### config.mk
export PLATFORM = sky130hd
export DESIGN_NAME = seq_serial_tx
export DESIGN_NICKNAME = d
export VERILOG_FILES = /design/src/rtl/seq_serial_pkg.sv /design/src/rtl/seq_tx_shifter.sv /design/src/rtl/seq_serial_tx.sv
export SDC_FILE = /design/constraint.sdc
export NUM_CORES = 1
export LEC_CHECK = 0
export ABC_AREA = 1
export CORE_MARGIN = 2
export CORE_UTILIZATION = 58
export CTS_BUF_LIST = sky130_fd_sc_hd__clkbuf_4 sky130_fd_sc_hd__clkbuf_8
export DETAILED_ROUTE_END_ITERATION = 8
export GPL_TIMING_DRIVEN = 0
export HOLD_SLACK_MARGIN = 0.05
export PLACE_DENSITY_LB_ADDON = 0.05
export SLEW_MARGIN = 20
export SYNTH_ARGS = -nofsm -noshare
export SYNTH_HDL_FRONTEND = slang
export SYNTH_SLANG_ARGS = --single-unit
### constraint.sdc
create_clock -name clk -period 3.85 [get_ports clk]
set_input_delay 0.385 -clock clk [delete_from_list [all_inputs] [get_ports clk]]
set_output_delay 0.385 -clock clk [all_outputs]
set_load 0.02 [all_outputs]
### src/rtl/seq_serial_pkg.sv
// Shared types and default sync preamble for the serial transmitter and the
// sequence-detector side of the serial line.
package seq_serial_pkg;

  typedef enum logic [1:0] {
    IDLE,
    SYNC,
    DATA,
    PAR
  } state_e;

  localparam int unsigned    SYNC_LEN_DEFAULT     = 3;
  localparam logic [2:0]     SYNC_PATTERN_DEFAULT = 3'b101;

endpackage

### src/rtl/seq_tx_shifter.sv
// Loadable MSB-first shift register; load has priority over shift, zero fill.
module seq_tx_shifter #(
  parameter int unsigned WIDTH = 8
) (
  input  logic             clk,
  input  logic             reset,
  input  logic             load,
  input  logic             shift,
  input  logic [WIDTH-1:0] data,
  output logic             msb
);

  logic [WIDTH-1:0] shreg;

  always_ff @(posedge clk) begin
    if (reset) begin
      shreg <= '0;
    end else if (load) begin
      shreg <= data;
    end else if (shift) begin
      shreg <= {shreg[WIDTH-2:0], 1'b0};
    end
  end

  assign msb = shreg[WIDTH-1];

endmodule

### src/rtl/seq_serial_tx.sv
// Serial frame transmitter: sync preamble then data word MSB-first.
// Define SEQ_TX_PARITY_EN to append an even-parity bit after the data.
module seq_serial_tx
  import seq_serial_pkg::*;
#(
  parameter int unsigned          WIDTH        = 8,
  parameter int unsigned          SYNC_LEN     = SYNC_LEN_DEFAULT,
  parameter logic [SYNC_LEN-1:0]  SYNC_PATTERN = SYNC_PATTERN_DEFAULT
) (
  input  logic             clk,
  input  logic             reset,
  input  logic [WIDTH-1:0] in_data,
  input  logic             in_valid,
  output logic             in_ready,
  output logic             out,
  output logic             out_valid,
  output logic             busy,
  output logic             done
);

  localparam int unsigned CntW  = $clog2(WIDTH > SYNC_LEN ? WIDTH : SYNC_LEN);
  localparam int unsigned SyncW = 1 << CntW;
  // Pattern widened so the counter can index it directly.
  localparam logic [SyncW-1:0] SyncExt = SyncW'(SYNC_PATTERN);

  state_e          state;
  logic [CntW-1:0] cnt;
  logic            msb;
  logic            load;
  logic            shift;
`ifdef SEQ_TX_PARITY_EN
  logic            parity;
`endif

  assign in_ready = (state == IDLE);
  assign load     = in_ready & in_valid;
  // Each data bit is shifted out as it is copied into the registered out.
  assign shift    = ((state == SYNC) && (cnt == '0)) || ((state == DATA) && (cnt != '0));

  seq_tx_shifter #(
    .WIDTH(WIDTH)
  ) u_shifter (
    .clk  (clk),
    .reset(reset),
    .load (load),
    .shift(shift),
    .data (in_data),
    .msb  (msb)
  );

  always_ff @(posedge clk) begin
    if (reset) begin
      state     <= IDLE;
      cnt       <= '0;
      out       <= 1'b0;
      out_valid <= 1'b0;
      busy      <= 1'b0;
      done      <= 1'b0;
`ifdef SEQ_TX_PARITY_EN
      parity    <= 1'b0;
`endif
    end else begin
      done <= 1'b0;
      unique case (state)
        IDLE: begin
          out       <= 1'b0;
          out_valid <= 1'b0;
          busy      <= 1'b0;
          if (in_valid) begin
            state     <= SYNC;
            cnt       <= CntW'(SYNC_LEN - 1);
            out       <= SYNC_PATTERN[SYNC_LEN-1];
            out_valid <= 1'b1;
            busy      <= 1'b1;
`ifdef SEQ_TX_PARITY_EN
            parity    <= ^in_data;
`endif
          end
        end
        SYNC: begin
          if (cnt == '0) begin
            state <= DATA;
            cnt   <= CntW'(WIDTH - 1);
            out   <= msb;
          end else begin
            cnt <= cnt - 1'b1;
            out <= SyncExt[cnt-1'b1];
          end
        end
        DATA: begin
          if (cnt == '0) begin
`ifdef SEQ_TX_PARITY_EN
            state <= PAR;
            out   <= parity;
`else
            state     <= IDLE;
            out       <= 1'b0;
            out_valid <= 1'b0;
            busy      <= 1'b0;
            done      <= 1'b1;
`endif
          end else begin
            cnt <= cnt - 1'b1;
            out <= msb;
          end
        end
        PAR: begin
          state     <= IDLE;
          out       <= 1'b0;
          out_valid <= 1'b0;
          busy      <= 1'b0;
          done      <= 1'b1;
        end
        default: state <= IDLE;
      endcase
    end
  end

endmodule

Yosys cells after proc, flatten, opt, wreduce, memory -nomap -nowiden
Memory sizes are Yosys's and may differ from the RTL's.
Index checks and enable logic that the tools add are counted.
{"block": "classes", "bitwise_logic": 1, "n_addsub": 1, "n_eq_ne": 7, "muxes": 19, "reduce_logical": 12, "n_lt_le_gt_ge": 1}
{"cell": "$mux W8", "n": 2}
{"cell": "$mux W3", "n": 3}
{"cell": "$pmux W3 S3", "n": 1}
{"cell": "$reduce_bool A3 Y1", "n": 3}
{"cell": "$pmux W2 S4", "n": 1}
{"cell": "$mux W1", "n": 6}
{"cell": "$mux W2", "n": 3}
{"cell": "$reduce_and A3 Y1", "n": 2}
{"cell": "$eq A2 B2 Y1 const B", "n": 2}
{"cell": "$lt A3 B4 Y1 const B", "n": 1}
{"cell": "$ne A2 B1 Y1 const B", "n": 2}
{"cell": "$ne A2 B2 Y1 const B", "n": 2}
{"cell": "$pmux W1 S4", "n": 1}
{"cell": "$logic_not A3 Y1", "n": 1}
{"cell": "$pmux W1 S3", "n": 1}
{"cell": "$sub A3 B1 Y3 const B", "n": 1}
{"cell": "$eq A2 B1 Y1 const B", "n": 1}
{"cell": "$logic_and A1 B1 Y1", "n": 2}
{"cell": "$logic_not A2 Y1", "n": 1}
{"cell": "$pmux W1 S2", "n": 1}
{"cell": "$reduce_and A2 Y1", "n": 1}
{"cell": "$reduce_bool A2 Y1", "n": 1}
{"cell": "$and A1 B1 Y1", "n": 1}
{"cell": "$logic_or A1 B1 Y1", "n": 1}
{"block": "word_totals", "output_inout_bits": 5, "inputBits": 11, "register_bits": 16, "word_cells": 48, "romBits": 8, "n_memories": 1}
{"memory": "(no name shown)", "depth": 8, "word_bits": 1, "read_ports": 1, "rd_ports_with_merged_regs": 0, "write_ports": 0, "line": "seq_serial_tx.sv:87", "source": "out <= SyncExt[cnt-1'b1];"}

Logic depth before layout (Yosys ltp)
{"block": "depth", "depth_word": 5, "mapped_depth": 10, "depth_no_buf": 10}

By module
A second synthesis with hierarchy kept.
{"block": "unflattened", "cells_unflattened": 138, "hier_area_um2": 929.6}
{"module": "seq_serial_tx", "seq_area_each_um2": 160.2, "n_inst": 1, "area_each_um2": 530.5, "cells_per_inst": 78}
{"module": "seq_tx_shifter", "seq_area_each_um2": 160.2, "n_inst": 1, "area_each_um2": 399.1, "cells_per_inst": 60}

Worst setup path before layout
Ideal clock, no wire load.
{"block": "synth_path", "kind": "register to register", "start": "register state[0]", "end": "register u_shifter.shreg[3]", "arrival_ns": 1.339, "required_time_ns": 3.728, "path_slack_ns": 2.389, "path_stages_with_launch": 8, "setup_ns": 0.122, "period_less_slack_ns": 1.461, "path_buffers": 0, "path_cell_list": "dfxtp_1 -> inv_1 -> ha_1 -> nand2_2 -> inv_1 -> or2_2 -> nand2_1 -> a21oi_1"}
{"block": "synth_between", "elab_cells_between_ends": 9, "cone_classes": "2 x eq/ne; 1 x mux; 1 x bitwise; 5 x reduce/logical"}
{"item": "start: declaration", "line": "seq_serial_tx.sv:26", "source": "state_e state;"}
{"item": "start signal: assignment", "line": "seq_serial_tx.sv:53", "source": "state <= IDLE;"}
{"item": "start signal: assignment", "line": "seq_serial_tx.sv:70", "source": "state <= SYNC;"}
{"item": "start signal: assignment", "line": "seq_serial_tx.sv:82", "source": "state <= DATA;"}
{"item": "$logic_not A2 Y1 *", "line": "seq_serial_tx.sv:35", "source": "assign in_ready = (state == IDLE);"}
{"item": "net in_ready", "line": "seq_serial_tx.sv:14", "source": "output logic in_ready,"}
{"item": "$and A1 B1 Y1 *", "line": "seq_serial_tx.sv:36", "source": "assign load = in_ready & in_valid;"}
{"item": "$mux W8 or $reduce_bool A2 Y1 (tied branches)"}
{"item": "end signal: assignment", "line": "seq_tx_shifter.sv:19", "source": "shreg <= data;"}
{"item": "end signal: assignment", "line": "seq_tx_shifter.sv:21", "source": "shreg <= {shreg[WIDTH-2:0], 1'b0};"}
{"item": "end: declaration", "line": "seq_tx_shifter.sv:13", "source": "logic [WIDTH-1:0] shreg;"}
The timed path passes the listed nets; every way through them passes the cells marked *.
A chain may end at the register's enable or synchronous reset.

Worst setup path after layout
{"block": "layout_path", "start": "register state[1]", "end": "output in_ready"}
{"block": "layout_between", "elab_chain_len": 1}
{"item": "$logic_not A2 Y1", "line": "seq_serial_tx.sv:35"}
{"item": "end: declaration", "line": "seq_serial_tx.sv:14"}
No other way between the ends.

==> flow_metrics.env <==
export IMPL_status="complete, no violations"
export IMPL_area_growth_pct=19.6
export IMPL_ys_warn_count=0
export IMPL_hold_depth=2
export IMPL_synth_cell_types=15
export IMPL_grt_pass1_vias=763
export IMPL_critPathRequiredTime_ns=3.46
export IMPL_place_hpwl_um=1470
export IMPL_drt_initial_drc_count=31
export IMPL_cts_resized=0
export IMPL_finalNonFillerCells=181
export IMPL_syn_inst=148
export IMPL_final_cell_mix="47 x nand2_1, 22 x nor2_1, 20 x inv_1"
export IMPL_initial_utilization_pct=62.0
export IMPL_ant_nets=0
export IMPL_antenna_found_initial=0
export IMPL_gp_congestion=0.814
export IMPL_die_area_sq_um=1950
export IMPL_cts_made_buffers=3
export IMPL_crit_type="register to output port"
export IMPL_multi_input_area_sq_um=517
export IMPL_die_w_um=44.1
export IMPL_clk_latency_ns=0.29
export IMPL_setup_ws_ns=1.78
export IMPL_fin_setup_tns_ns=0
export IMPL_vias=966
export IMPL_drc=0
export IMPL_hold_buffers=0
export IMPL_layout_min_cycle_time_ns=2.07
export IMPL_crit_path_start_kind="register"
export IMPL_core_area_sq_um=1510
export IMPL_hold_end="done"
export IMPL_synth_fp_nets=166
export IMPL_met3_length_um=120
export IMPL_cellPowerDensity_nw_per_um2=828
export IMPL_post_place_ws_ns=2.14
export IMPL_dp_cells=178
export IMPL_post_route_util_pct=74.1
export IMPL_worstPathMaxFanout=5
export IMPL_final_max_slew_viol_count=0
export IMPL_nFillCells=130
export IMPL_reg2reg_from="state[1]"
export IMPL_worstMarginPinSlew_ns=0.294
export IMPL_regArea_sq_um=320
export IMPL_rr_worst_depth=7
export IMPL_synth_area_sq_um=933
export IMPL_cts_tree="done"
export IMPL_r2r_end="u_shifter.shreg[3]"
export IMPL_grt_usage_pct=21.4
export IMPL_grt_setup_unrepaired="no"
export IMPL_relSlewSlack_pct=80.4
export IMPL_wl_met2_um=852
export IMPL_avgSynthCellArea_sq_um=6.31
export IMPL_final_period_utilization_pct=53.8
export IMPL_synth_area_leaders="dfxtp_1 34%, nand2_1 19%, ha_1 9.4%"
export IMPL_cts_sinks=16
export IMPL_yosys_area_top_type_share_pct=34.3
export IMPL_viasPerCell=5.34
export IMPL_cts_max_level=1
export IMPL_first_pass_iters=4
export IMPL_skew_ns=0.00277
export IMPL_topRoutingLayerUsed="met4"
export IMPL_final_common_cell="nand2_1"
export IMPL_endpoint_kind="output port"
export IMPL_hold_violations=0
export IMPL_numPortBuffers=14
export IMPL_grt_pass1_wl_um=3150
export IMPL_arrival_ns=1.69
export IMPL_clk_pin_slew_ns=0.09
export IMPL_min_from="reset"
export IMPL_leakage_nw=0.571
export IMPL_ys_seq_area_share_pct=34.3
export IMPL_grt_overflow_total=0
export IMPL_clock_path_buffers=2
export IMPL_synth_top_area_cell="dfxtp_1"
export IMPL_setup_viol=0
export IMPL_diodes=0
export IMPL_ff2ff_setup_slack_ns=2.25
export IMPL_grt_max_degree=11
export IMPL_drt_total_wl_um=1930
export IMPL_ys_seq_elements=16
export IMPL_nNetsFinal=185
export IMPL_die_h_um=44.1
export IMPL_ioPinCount=16
export IMPL_vdd_drop_max_v=0.000528
export IMPL_wl_met1_um=931
export IMPL_min_path_type="primary input to register"
export IMPL_rows=14
export IMPL_drive_gt1_share_pct=6.67
export IMPL_root_buffer="clkbuf_4"
export IMPL_fmax_mhz=483
export IMPL_routedWlPerCell_um=10.7
export IMPL_drv_cap=0
export IMPL_post_cts_buffers=0
## cell type report
type / count / share of cell area, %
repair buffers: 14 / 12.6
multi-input cells: 108 / 46.3
inverters: 21 / 7.06
flip-flops and latches: 16 / 28.7
clock buffers: 3 / 2.02
plain buffers: 3 / 1.57
well taps: 16 / 1.79
## flip-flops by register name (all words and copies together) (netlist names)
register and count:
out 1, state 2, done 1, u_shifter.shreg 8, cnt 3, busy 1
## report_power, final
part           internal, mW  switching (mW)  total (mW)  leakage (nW)
clock                0.0364          0.0543      0.0908        0.0138
combinational         0.209           0.358       0.566         0.425
sequential            0.233          0.0339       0.267         0.132
## stage by stage
stage                     hold WS, ns  power [mW]  instance area [sq um]
after floorplan                 0.455       0.690                    933
after global placement          0.462       0.804                   1090
after detailed placement        0.473       0.827                   1090
after CTS                       0.374       0.919                   1120
after global routing            0.390        1.01                   1120
final                           0.374       0.924                   1120
## cells by family (layout without fill, tap and decap cells)
logic type,after synthesis,after routing,share of synthesized area [%]
AO/OA/AOI/OAI,17,17,9.12
flip-flops,16,16,34.3
adder cells (fa/ha/maj),7,7,9.38
buffers and inverters,24,41,10.3
AND/OR/NAND/NOR,84,84,36.9
## per-layer routing
metal	vias to the layer above	global-route usage, %
li1	488	-
met1	434	28.3
met2	39	35.3
met3	5	3.67
met4	0	7.27
met5	-	0
## worst max path at each step
stage / from / endpoint / slack, ns / depth (start not counted)
final: state[1] / in_ready / 1.78 / 3
after global routing: state[1] / in_ready / 1.71 / 3
after CTS: state[1] / in_ready / 1.79 / 3
after detailed placement: state[1] / in_ready / 2.14 / 3
after global placement: state[1] / in_ready / 2.18 / 3
after floorplan: state[0] / u_shifter.shreg[3] / 2.39 / 7
## critical path, stage by stage (launching register included)
cell	delay (ns)
dfxtp_1	0.38
inv_1	0.12
ha_1	0.26
clkdlybuf4s50_1	0.64
## synth_stat cells
| cell | number |
|---|---|
| nand2_1 | 47 |
| nor2_1 | 22 |
| inv_1 | 20 |
| dfxtp_1 | 16 |
| a21oi_1 | 11 |
| nand3_1 | 10 |
| ha_1 | 7 |
| o21ai_0 | 6 |
| buf_2 | 2 |
| nand2_2 | 2 |
| buf_4 | 1 |
| inv_2 | 1 |
| nand3_2 | 1 |
| nand4_1 | 1 |
| or2_2 | 1 |
(Power assumes the default switching activity.)
